**config.mk**
```make
export PLATFORM = sky130hd
export DESIGN_NAME = sa_result_reader
export DESIGN_NICKNAME = d
export VERILOG_FILES = /design/src/rtl/sa_result_reader.sv
export SDC_FILE = /design/constraint.sdc
export NUM_CORES = 1
export LEC_CHECK = 0
export CORE_MARGIN = 2
export CORE_UTILIZATION = 54
export DETAILED_ROUTE_END_ITERATION = 16
export PLACE_DENSITY_LB_ADDON = 0.08
export SLEW_MARGIN = 20
export SYNTH_ARGS = -nofsm -noshare
export SYNTH_HDL_FRONTEND = slang
export SYNTH_SLANG_ARGS = --single-unit
export TNS_END_PERCENT = 30
```
**constraint.sdc**
```tcl
create_clock -name clk -period 3.5 [get_ports clk]
set_clock_uncertainty 0.15 [all_clocks]
set_input_delay 0.875 -clock clk [delete_from_list [all_inputs] [get_ports clk]]
set_output_delay 0.875 -clock clk [all_outputs]
set_load 0.02 [all_outputs]
```
**src/rtl/sa_result_reader.sv**
```systemverilog
// Result buffer for the systolic array: captures writeback results per entry and
// streams them to the host in address order over a valid/ready handshake.
module sa_result_reader #(
    parameter int DATA_W = 8,
    parameter int DEPTH  = 16
) (
    input  logic                         clk,
    input  logic                         rst,
    input  logic                         wb_we,
    input  logic [$clog2(DEPTH)-1:0]     wb_addr,
    input  logic [DATA_W-1:0]            wb_data,
    input  logic                         start,
    input  logic                         clr,
    input  logic                         out_ready,
    output logic                         out_valid,
    output logic [DATA_W-1:0]            out_data,
    output logic [$clog2(DEPTH)-1:0]     out_addr,
    output logic                         out_last,
    output logic                         busy,
    output logic                         done,
    output logic [$clog2(DEPTH+1)-1:0]   valid_count
);

    localparam int AW = $clog2(DEPTH);
    localparam int CW = $clog2(DEPTH + 1);
    localparam logic [AW-1:0] LAST_PTR = AW'(DEPTH - 1);

    typedef enum logic [1:0] {ST_IDLE, ST_STREAM, ST_DONE} state_t;

    state_t              state_q, state_d;
    logic [AW-1:0]       ptr_q, ptr_d;
    logic [DEPTH-1:0]    valid_q, valid_d;
    logic [CW-1:0]       count_q, count_d;
    logic                out_valid_q, out_valid_d;
    logic [DATA_W-1:0]   out_data_q, out_data_d;
    logic [AW-1:0]       out_addr_q, out_addr_d;
    logic                out_last_q, out_last_d;
    logic                busy_q, done_q;
    logic [DATA_W-1:0]   mem_q [DEPTH];

    logic accept, hit_valid, hit_bypass;

    assign accept     = out_valid_q & out_ready;
    assign hit_valid  = valid_q[ptr_q];
    assign hit_bypass = wb_we && (wb_addr == ptr_q);

    // NOTE: storage data is don't-care after reset, so the array has no reset and
    // lives in its own process; only the valid bits carry reset state.
    always_ff @(posedge clk) begin
        if (wb_we) mem_q[wb_addr] <= wb_data;
    end

    // clr wipes every valid bit first, then a same-cycle write re-marks its entry.
    always_comb begin
        valid_d = valid_q;
        if (clr)   valid_d = '0;
        if (wb_we) valid_d[wb_addr] = 1'b1;
    end

    always_comb begin
        count_d = '0;
        for (int i = 0; i < DEPTH; i++) count_d = count_d + CW'(valid_d[i]);
    end

    // NOTE: every signal gets its default before the case, so no path can leave a
    // value unassigned and infer a latch.
    always_comb begin
        state_d     = state_q;
        ptr_d       = ptr_q;
        out_valid_d = out_valid_q;
        out_data_d  = out_data_q;
        out_addr_d  = out_addr_q;
        out_last_d  = out_last_q;
        if (clr) begin
            state_d     = ST_IDLE;
            ptr_d       = '0;
            out_valid_d = 1'b0;
        end else begin
            case (state_q)
                ST_IDLE, ST_DONE: begin
                    if (start) begin
                        state_d     = ST_STREAM;
                        ptr_d       = '0;
                        out_valid_d = 1'b0;
                    end
                end
                ST_STREAM: begin
                    if (accept && out_last_q) begin
                        state_d     = ST_DONE;
                        out_valid_d = 1'b0;
                    end else if (!out_valid_q || accept) begin
                        if (hit_valid || hit_bypass) begin
                            out_valid_d = 1'b1;
                            out_data_d  = hit_valid ? mem_q[ptr_q] : wb_data;
                            out_addr_d  = ptr_q;
                            out_last_d  = (ptr_q == LAST_PTR);
                            ptr_d       = ptr_q + AW'(1);
                        end else begin
                            out_valid_d = 1'b0;
                        end
                    end
                end
                default: state_d = ST_IDLE;
            endcase
        end
    end

    // NOTE: sequential state uses non-blocking assignments so every flop samples
    // the pre-edge values regardless of statement order.
    always_ff @(posedge clk or posedge rst) begin
        if (rst) begin
            state_q     <= ST_IDLE;
            ptr_q       <= '0;
            valid_q     <= '0;
            count_q     <= '0;
            out_valid_q <= 1'b0;
            out_data_q  <= '0;
            out_addr_q  <= '0;
            out_last_q  <= 1'b0;
            busy_q      <= 1'b0;
            done_q      <= 1'b0;
        end else begin
            state_q     <= state_d;
            ptr_q       <= ptr_d;
            valid_q     <= valid_d;
            count_q     <= count_d;
            out_valid_q <= out_valid_d;
            out_data_q  <= out_data_d;
            out_addr_q  <= out_addr_d;
            out_last_q  <= out_last_d;
            busy_q      <= (state_d == ST_STREAM);
            done_q      <= (state_d == ST_DONE);
        end
    end

    assign out_valid   = out_valid_q;
    assign out_data    = out_data_q;
    assign out_addr    = out_addr_q;
    assign out_last    = out_last_q;
    assign busy        = busy_q;
    assign done        = done_q;
    assign valid_count = count_q;

endmodule

```
[Yosys cells after proc, flatten, opt, wreduce, memory -nomap -nowiden]
Memory sizes are Yosys's and may differ from the RTL's.
Cells that the tools add are included.
Word-level totals
  input port bits: 18
  output and inout port bits: 21
  bits in registers: 43
  memories: 1
  logic and storage cells: 82
  RAM bits: 128
Memory list
  mem_q: words 16, width 8, read ports 1, clocked after Yosys merged registers in 0, write ports 1, line 39  | logic [DATA_W-1:0] mem_q [DEPTH];
Cells by class
  bitwise logic cells: 4
  order comparisons: 3
  reduce and logical (&&, ||, !) cells: 12
  $add $sub $neg: 16
  equal/unequal tests: 11
  mux-type cells: 25
Operators by type and width (count)
  $add A5 B1 Y5: 11
  $mux W16: 2
  $mux W4: 5
  $or A16 B16 Y16: 1
  $ne A3 B3 Y1 const B: 4
  $lt A4 B5 Y1 const B: 2
  $reduce_and A5 Y1: 2
  $mux W1: 9
  $mux W8: 1
  $pmux W4 S2: 1
  $mux W2: 3
  $add A4 B1 Y5: 1
  $add A3 B1 Y4: 1
  $add A4 B1 Y4 const B: 1
  $bmux W1 S4: 1
  $demux W1 S4: 1
  $eq A2 B1 Y1 const B: 2
  $eq A2 B2 Y1 const B: 2
  $eq A4 B4 Y1: 1
  $eq A4 B4 Y1 const B: 1
  $ge A4 B1 Y1 const B: 1
  $ne A4 B4 Y1 const B: 1
  $pmux W2 S2: 1
  $add A2 B1 Y3: 1
  11 further kinds: 15

[Logic depth before layout (Yosys ltp)]
Gate-level depths: netlist of the first run.
  word-level depth: 21
  depth in mapped cells: 16
  depth with buffers taken out: 15

[Least setup slack after synthesis of the first run]
No wires, ideal clock.
  kind: input-to-reg
  start point: input port wb_addr[1]
  end point: register count_q[4], in the netlist valid_count[4]
  arrival time: 5.196 ns
  stages on the path: 14
  setup slack: -1.966 ns
  required time: 3.231 ns
  setup time: 0.119 ns
  path buffers: 0
  cell sequence: or3b_2 > nor3_1 > a21oi_1 > fa_1 > inv_1 > fa_1 > fa_1 > inv_1 > fa_1 > inv_1 > ha_1 > fa_1 > a21oi_1 > nor2b_1
Between the ends
  longest elaborated chain between the ends: 21
  elaborated cells on any way between the ends: 22
  those cells by class: add/sub (15); order compare (2); mux (3); bitwise (1); reduce/logical (1)
RTL lines
  start: declaration: line 10  | input logic [$clog2(DEPTH)-1:0] wb_addr,
  $lt A4 B5 Y1 (not written as such) / $ge A4 B1 Y1 (equally long branches): line 57  | if (wb_we) valid_d[wb_addr] = 1'b1;
  $logic_and A1 B1 Y1 (not written as such): line 57
  $mux W1 (not written as such): line 57
  $demux W1 S4 (*): line 57
  $or A16 B16 Y16 (no source line) (*)
  $mux W16 (*): line 57
  $add A1 B1 Y2: line 62  | for (int i = 0; i < DEPTH; i++) count_d = count_d + CW'(valid_d[i]);
  $add A2 B1 Y3: line 62
  $add A3 B1 Y4: line 62
  $add A4 B1 Y5: line 62
  $add A5 B1 Y5 (10 in series): line 62
  $add A5 B1 Y5 (*): line 62
  via count_d[4]: line 33  | logic [CW-1:0] count_q, count_d;
  end signal: assignment: line 126  | count_q <= count_d;
  end: declaration: line 33
Mark *: on every way through the listed nets, which the timed path passes. The rest lies on a longest branch.
A chain may end at the register's enable or synchronous reset.

[Worst setup path after layout of the first run]
  start point: input port wb_addr[1]
  end point: register count_q[4], in the netlist valid_count[4]
Between the ends
  elaborated cells on any way between the ends: 22
  those cells by class: add/sub (15); order compare (2); mux (3); bitwise (1); reduce/logical (1)
RTL lines
  $lt A4 B5 Y1 (not written as such) / $ge A4 B1 Y1 (equally long branches): line 57
  $logic_and A1 B1 Y1 (not written as such): line 57
  $mux W1 (not written as such): line 57
  $demux W1 S4 (*): line 57
  $or A16 B16 Y16 (no source line) (*)
  $mux W16 (*): line 57
  via valid_d[13]: line 32  | logic [DEPTH-1:0] valid_q, valid_d;
  $add A5 B1 Y5 (*) (3 in series): line 62
  via count_d[4]: line 33
Marked as above.

==> results.txt, run 1 <==
- Total grt overflow: 0
* Share of the clock period used by the worst path: 124%
* Slew Limit Headroom: 58.9%
* CP peak stage delay: 0.55 ns
* Worst-case clock buffer depth: 2
- Synthesis instantiated 51 different standard cells from the library.
- Final Hold Viols: 0
- Summed over all instances, the cell type with the most area after synthesis is sky130_fd_sc_hd__edfxtp_1.
- The tree is rooted in a sky130_fd_sc_hd__clkbuf_16.
- Inserted Clock Buffers: 17
- Total number of H-tree levels: 4
- Across the run, the number of max-cap violations was 0.
* Pin count of the biggest net entering global routing: 30
- The multi-input combinational cells in the finished layout cover a total of 2340 sq um.
* Sequential cell area: between 4000 and 5000 sq um
- Post-synthesis xor/xnor area fraction: less than 1%
- Fraction of met3 tracks used by global routing: 4.72%
- After synthesis, the largest family of logic cells by area is multiplexers.
- By area the synthesized netlist is led by sky130_fd_sc_hd__edfxtp_1 52%, sky130_fd_sc_hd__dfrtp_1 15%, sky130_fd_sc_hd__mux4_2 6.1%.
- For this configuration, the core starts out at a cell density of 55.5%.
- Clock tree from TritonCTS: done
- The synthesized netlist devotes around 8.3% of its cell area to compound gates.
- Clock power share: 40.8%
* Post-synthesis area per instance: 16.5 sq um
* Status: complete, but fails checks
- Launching point of the worst reg2reg path: valid_q[11]
- Among all flip-flop cells after synthesis, the most frequent one is sky130_fd_sc_hd__edfxtp_1.
- Critical path buffer and inverter count: 7
* Post-DP HPWL: 10900 microns
- In this run the power spent charging and discharging nets is 0.00100 W.
* Overall die height: 121 microns
* GR Layer Usage met1: 33.8%
- P_leak: between 3 and 4 nW
- For this design the top-level I/O count stands at 39.
- The worst setup path is captured at a flip-flop.
- Beginning of the critical path: wb_addr[1]
- Routability-driven placement finished with a final weighted congestion of 0.848.
* Antenna violation net count after detailed routing: 0
* First DRT Iteration DRCs: roughly 370
- Cell area reported after detailed placement: between 8000 and 9000 sq um
* Count of state elements after synthesis: 171
- In this run, placement finished with an instance count of about 690.
- After the last flow step, the layout net total stands at 575.
- Critical setup path kind: in2reg
* Site Rows: 42
- By instance count, the cell type seen most on the critical path is sky130_fd_sc_hd__fa_1.
- STA puts the critical path data arrival time at 4.50 ns.
- In this run the critical register-to-register path is captured at valid_count[4].
- Overall routing resource usage: 23.4%
- During synthesis, Yosys emitted a total of 0 warnings.
* Average routed wire per standard cell: around 21 microns
- Setup violations remaining at the end of the flow were counted as 5.
- Setup TNS: -3.44 ns
- The initial antenna violation count was 0.
* Vias in the first global route: 4445
- Setup repair after global routing missed its margin: true
- Number of enable flip-flop cells after synthesis: 128
- Among all stages on the critical path, the largest delay is contributed by sky130_fd_sc_hd__fa_1.
- Sequential cells account for about 50% of the total power.
* Register area share after synthesis: 66.9%
- The number of cells on the worst reg-to-reg path is 12.
- Cell count after synthesis: 445
* Worst Max-Slew Pin Slew: 0.612 ns
- Count of TritonRoute iterations in the first routing pass: 4
- The critical path ends at valid_count[4].
- Data required time of the critical path: 3.67 ns
- Vias per cell: 5.75
* Met2 GRT Util: a little over a third
- Violated checks: negative setup slack
- From synthesis to final layout, the design area changed by 22.8%.
- Die Footprint: 14600 sq um
- The synthesized netlist devotes 4.77% of its cell area to simple gates.
- Clock-pin slew was measured on the worst setup and hold paths at ~0.06 ns.
* Power density normalized to cell area: slightly above 500 nW/um^2
- Adder-Cell Fraction of Synth Area: 3.74%
- Slack of the worst reg-to-reg path: -0.23 ns
- Measured along the x axis, the die boundary spans around 120 microns.
* Setup ws final: -0.834 ns
- Summing all non-filler instances in the final layout gives an area of between 9000 and 10000 sq um.
* Total clock sinks: 171
- For this run, design rule violations remaining after detail routing come to 0.
- Kind of start point of the critical path: input port
* Internal power: about 0.0036 W
- Fin crit period: 4.33 ns
* Post-Synthesis Net Count: around 480
- Crit. path cell count: 18
- Category of cells accounting for the largest share of critical-path delay: adder cells
* Count of filler cells inserted in the layout: 945
- Count of hold-fix buffers inserted at cts: 0
* Antenna fix cells: 0
- Summed over all layers, the routed wires come to 15400 microns.
* Achievable clock frequency: approximately 230 MHz
- Worst min path class: reg2reg
- Proportion of netlist area held by the largest area contributor: 52.3%
- Clock latency on the worst-skew pair: 0.42 ns
- IR analysis of the VDD net gives a maximum drop of approximately 0.00033 V.
- Net switching share of the total power: a little over a fifth
- CP max FO: 4
- Worst path cell trace: buf_8 -> nand3b_1 -> buf_6 -> buf_12 -> nor2_4 -> a21o_1 -> inv_1 -> fa_1 -> inv_1 -> fa_1 -> fa_1 -> inv_1 -> fa_1 -> inv_2 -> ha_4 -> fa_2 -> a21oi_2 -> nor2b_1
* Post-route non-filler standard cell count: 730
- Routing layer with the top usage in global route: met2
- The first global-routing pass estimated 25000 microns of wire.
- Port buffering added 38 buffers.
* Placeable core region: roughly 13000 sq um
- Of the cells placed in the final design, the portion with a size suffix greater than 1 is approximately 29%.
- The final number of max-transition violations is 0.
- Async S/R FF share, synth: 25.1%
- Of the post-synthesis cell area, the part taken by muxes is 12.5%.
- Of the total power, combinational logic draws between 9 and 10%.
* Post-synthesis instance area: 7350 sq um
- Worst hold-check slack: 0.348 ns
- The routed layout has 4195 vias.
[cells in the final DEF, fill, tap and decap left out, types with 4 or more instances in the layout]
cell type / count
sky130_fd_sc_hd__mux4_2: 20
sky130_fd_sc_hd__nand2_1: 9
sky130_fd_sc_hd__clkbuf_16: 17
sky130_fd_sc_hd__a221oi_1: 12
sky130_fd_sc_hd__mux2_2: 5
sky130_fd_sc_hd__inv_2: 5
sky130_fd_sc_hd__o21ai_0: 7
sky130_fd_sc_hd__nor2b_1: 8
sky130_fd_sc_hd__nor2_1: 14
sky130_fd_sc_hd__xnor2_1: 5
sky130_fd_sc_hd__a32o_1: 8
sky130_fd_sc_hd__a21oi_1: 4
sky130_fd_sc_hd__mux2i_1: 25
sky130_fd_sc_hd__nand3_1: 13
sky130_fd_sc_hd__buf_2: 4
sky130_fd_sc_hd__buf_4: 56
sky130_fd_sc_hd__ha_1: 5
sky130_fd_sc_hd__clkdlybuf4s50_1: 32
sky130_fd_sc_hd__edfxtp_1: 128
sky130_fd_sc_hd__nor2_4: 6
sky130_fd_sc_hd__a21o_1: 17
sky130_fd_sc_hd__a21oi_2: 6
sky130_fd_sc_hd__a22oi_1: 9
sky130_fd_sc_hd__clkbuf_1: 5
sky130_fd_sc_hd__fa_1: 8
sky130_fd_sc_hd__inv_1: 22
sky130_fd_sc_hd__dfrtp_1: 42
[per-layer routing]
layer / vias to the layer above / wire length (microns)
met3: 20 / 750
met5: - / 0
met1: 2161 / 6990
met4: 0 / 240
li1: 1909 / -
met2: 105 / 7420
[kinds of logic after synthesis]
group / after synthesis
buf+inv: 49
mux: 59
xor+xnor: 6
compound gates: 74
simple gates: 70
flops: 171
fa+ha+maj: 16
[synth_stat cells (all sizes together), types with 3 or more instances]
cell type  number
dfrtp          43
a221oi         12
a21oi          10
nand2b          3
clkbuf          8
xnor2           5
mux2i          26
buf            13
and3            3
nand3          13
inv            28
a32o            8
mux2           10
edfxtp        128
nor3            4
nor2b           9
a21o           17
nor2           21
a22oi           9
nand2          10
ha              6
o21ai           9
fa             10
mux4           23
[power by group through the flow]
stage | combinational, W | sequential (W) | clock [W]
after detailed placement | 0.000413 | 0.00234 | 0
after global placement | 0.000405 | 0.00234 | 0
after global routing | 0.000463 | 0.00230 | 0.00200
after CTS | 0.000428 | 0.00230 | 0.00191
after floorplan | 0.000166 | 0.00238 | 0
final | 0.000424 | 0.00230 | 0.00188
[state kept, by name (all words and copies together), names as in the netlist]
signal and cells:
out_data 8, out_last 1, done 1, out_valid 1, valid_count 5, out_addr 4
mem_q 128, ptr_q 4, state_q 2, busy 1, valid_q 16
[how the worst min path moves through the flow]
| stage | to | cells past startpoint | slack, ns | start |
|---|---|---|---|---|
| after global placement | valid_q[1] | 1 | 0.33 | valid_q[1] |
| after CTS | out_data[6] | 1 | 0.35 | out_data[6] |
| after detailed placement | out_data[6] | 1 | 0.34 | out_data[6] |
| after floorplan | valid_q[4] | 1 | 0.32 | valid_q[4] |
| final | out_data[6] | 1 | 0.35 | out_data[6] |
| after global routing | out_data[6] | 1 | 0.38 | out_data[6] |
[cell type report]
type                    instances  share of cell area [%]
multi-input cells             225                    25.9
flip-flops and latches        171                    54.5
inverters                      28                    1.19
clock inverters                10                    1.61
well taps                     176                    2.44
clock buffers                  22                    4.92
repair buffers                 98                    9.38
[through the flow]
step	total power (W)	worst slack, ns	util [%]
after global routing	0.00476	-0.961	68.2
after CTS	0.00463	-0.925	67.9
after floorplan	0.00255	-1.29	-
after detailed placement	0.00275	-1.76	62.9
final	0.00460	-0.834	68.2
after global placement	0.00274	-1.69	62.9
[timing repair]
item,4_1_cts,5_1_grt
pin swaps,12,8
resized for setup,35,4
setup endpoints to repair,5,5
buffers inserted,7,3
Power figures use the tool's default switching activity.
==> run 2, diff against run 1 <==
==> constraint.sdc (replaced) <==
create_clock -name clk -period 3.8 [get_ports clk]
set_clock_uncertainty 0.15 [all_clocks]
set_input_delay 0.95 -clock clk [delete_from_list [all_inputs] [get_ports clk]]
set_output_delay 0.95 -clock clk [all_outputs]
set_load 0.02 [all_outputs]
==> run 2 against run 1 <==
The flow still finishes with violations (negative setup slack). Wire length rose by 1.7%. Largest cell class unchanged. Die area did not move. Non-clock buffer count fell by 3. Sequential cell count did not move. Sequential power fell by 8%. Final cell count fell by 0.41%. Largest power group unchanged. Clock power fell by 5%. Final area fell by 0.12%. Global-route usage rose by 0.31 points.
==> results.txt, run 2 (same netlist as run 1, synthesis figures left out) <==
* Overall die height: 121 microns (unchanged)
- Placer Congestion: 0.845 (-0.34%)
* Post-route non-filler standard cell count: 727 (-0.41%)
- The number of search-and-repair iterations in the first detailed-routing pass came to 5 (+1).
- The maximum ir drop on the vdd rail is 0.000361 V (+9.6%).
- Cell area reported after detailed placement: 8300 sq um (-0.33%)
- TritonCTS built the clock tree.
- Worst hold path depth: 1 (unchanged)
* CP max FO: 3 (-1)
- The slew of the pin with the lowest slew margin came to 0.917 ns (+0.305 ns).
- Static timing analysis puts the maximum clock frequency at 225 MHz.
- The smallest setup slack after layout came to -0.645 ns (+0.188 ns).
- The final number of max-transition violations came to 0 (unchanged).
- Die Footprint: 14600 sq um (unchanged)
- Kind of start point of the critical path: input port
- After layout, the minimum clock period comes to 4.45 ns.
- Setup repair after global routing missed its margin: true
* Site Rows: 42 (unchanged)
* P_leak: 3.45 nW (about the same)
- Worst Min Path Start: out_data[7]
- Antenna violation net count after detailed routing: 0 (unchanged)
* Number of antenna violations at the first check in global routing: 0 (unchanged)
* Clock latency on the worst-skew pair: 0.42 ns (about the same)
- Nets@finish: 572 (-0.52%)
* Vias per cell: 5.84 (+1.6%)
- Reg clk slew, reported paths: 0.06 ns (about the same)
- Worst-case clock buffer depth: 2 (unchanged)
- The wire length per cell after detailed routing was 21.6 microns (+2.2%).
- Post-DP HPWL: 10700 microns (-1.9%)
- The global-route usage over all layers is 23.7% (+0.31 points).
* Worst reg2reg path depth: 12 (unchanged)
* Critical setup path kind: in2reg
* Count of pins on the block boundary: 39 (unchanged)
- Total number of H-tree levels: 4 (unchanged)
* First DRT Iteration DRCs: 348 (-6.7%)
- Flip-flop count of the largest register after layout: 128 (unchanged)
- Violated checks: negative setup slack
- Most common cell after layout, fill and taps aside: sky130_fd_sc_hd__edfxtp_1
* Sink of the worst hold path: out_data[7]
- Total clock sinks: 171 (unchanged)
* Placeable core region: 13200 sq um (unchanged)
- More flip-flops sit in one register than any other, and that register is mem_q.
* Share of the clock period used by the worst path: 117%
* Inserted Clock Buffers: 17 (unchanged)
* Final design instance area without fill: 9010 sq um (-0.12%)
- The initial standard-cell utilization of the core came to 55.5% (unchanged).
* Endpoint arrival time on the critical path: 4.61 ns (+0.11 ns)
- The worst setup path is captured at a flip-flop.
- The tightest min-delay check is of the reg2reg type.
- Total grt overflow: 0 (unchanged)
- Antenna fix cells: 0 (unchanged)
* Launching point of the worst reg2reg path: valid_q[11]
- The relative slew slack is 38.8% (-20 points).
- Die W: 121 microns (unchanged)
* Final Hold Viols: 0 (unchanged)
- The share of cells above drive strength 1 is 29.2% (+0.52 points).
* Synthesis-to-layout area growth: 22.6%
- The final count of negative-setup-slack endpoints came to 5 (unchanged).
- Pin count of the biggest net entering global routing: 44 (+47%)
* Total number of vias: 4246 (+1.2%)
* Global-route wire length before repair: 25300 microns (+1.2%)
- The power per unit of standard cell area is 476 nW/um^2 (-6.6%).
- The routed wire length is 15700 microns (+1.7%).
* Status: complete, but fails checks
- Root Buffer Master: sky130_fd_sc_hd__clkbuf_16
* Worst slack after detailed placement: -1.57 ns (+0.193 ns)
- The sum of internal, switching and leakage power was 0.00429 W (-6.8%).
* Post-route DRC violation count: 0 (unchanged)
* Endpoint of the lowest-slack register-to-register path: valid_count[4]
* Slack of the worst reg-to-reg path: 0.07 ns (+0.30 ns)
* Cell count after placement: 686 (-0.29%)
* Vias in the first global route: 4449 (+0.090%)
- Data required time of the critical path: 3.96 ns (+0.29 ns)
- Max-cap violations: 0 (unchanged)
- The number of buffers added on ports was 38 (unchanged).
- In the layout the commonest cells are 128 x sky130_fd_sc_hd__edfxtp_1, 53 x sky130_fd_sc_hd__buf_4, 42 x sky130_fd_sc_hd__dfrtp_1, 32 x sky130_fd_sc_hd__clkdlybuf4s50_1, 25 x sky130_fd_sc_hd__mux2i_1.
[run 2: stage by stage]
stage / utilization (%) / TNS, ns / hold WS, ns
floorplan: - / -4.72 / 0.315
global route: 68.1 / -3.04 / 0.370
global placement: 62.7 / -6.84 / 0.333
finish: 68.1 / -2.56 / 0.352
detailed placement: 62.7 / -7.10 / 0.336
CTS: 67.9 / -2.50 / 0.351
[run 2: how the worst max path moves through the flow]
stage                     depth (start not counted)              to       start  slack [ns]
final                                            18  valid_count[4]  wb_addr[1]       -0.65
after global routing                             18  valid_count[4]  wb_addr[1]       -0.74
after CTS                                        17  valid_count[4]  wb_addr[1]       -0.65
after detailed placement                         15  valid_count[3]       wb_we       -1.57
after global placement                           14  valid_count[2]       wb_we       -1.48
after floorplan                                  13  valid_count[2]  wb_addr[0]       -1.06
[run 2: repair_timing]
action | in CTS | in global routing
pin swaps | 16 | 9
gates resized for setup | 36 | 5
hold buffers | 0 | 0
hold endpoints to repair | 0 | 0
setup buffers | 6 | 3
endpoints found under the setup margin | 5 | 5
[run 2: worst max-delay path, cell delays in order]
cell and delay, ns:
sky130_fd_sc_hd__buf_6 0.09, sky130_fd_sc_hd__nand3b_1 0.16, sky130_fd_sc_hd__buf_6 0.14, sky130_fd_sc_hd__buf_4 0.14, sky130_fd_sc_hd__nor3_4 0.18, sky130_fd_sc_hd__a21o_1 0.15
sky130_fd_sc_hd__inv_2 0.05, sky130_fd_sc_hd__fa_1 0.47, sky130_fd_sc_hd__inv_2 0.08, sky130_fd_sc_hd__fa_2 0.43, sky130_fd_sc_hd__fa_1 0.50, sky130_fd_sc_hd__inv_1 0.05
sky130_fd_sc_hd__fa_1 0.49, sky130_fd_sc_hd__inv_2 0.04, sky130_fd_sc_hd__ha_4 0.16, sky130_fd_sc_hd__fa_2 0.38, sky130_fd_sc_hd__a21oi_2 0.12, sky130_fd_sc_hd__nor2b_1 0.05
[run 2: power breakdown]
part           internal [W]  switching (W)
Clock               0.00107       0.000714
Sequential          0.00208      0.0000311
Combinational      0.000183       0.000206
Total               0.00334       0.000951
[run 2: cell type report]
cell class / count / area (sq um)
sequential: 171 / 4920
clock inverter: 10 / 129
multi-input combinational: 225 / 2340
fill: 936 / 4230
tap: 176 / 220
timing repair buffer: 95 / 803
clock buffer: 22 / 494
inverter: 28 / 108
[run 2: layer usage]
layer,up-vias,wire (microns),part of all wire [%],global-route usage (%)
met5,-,0,0,0
met4,0,303,1.9,8.58
met3,23,739,4.7,4.15
met2,121,7620,49,37.3
met1,2198,7010,45,33.7
li1,1904,-,-,-
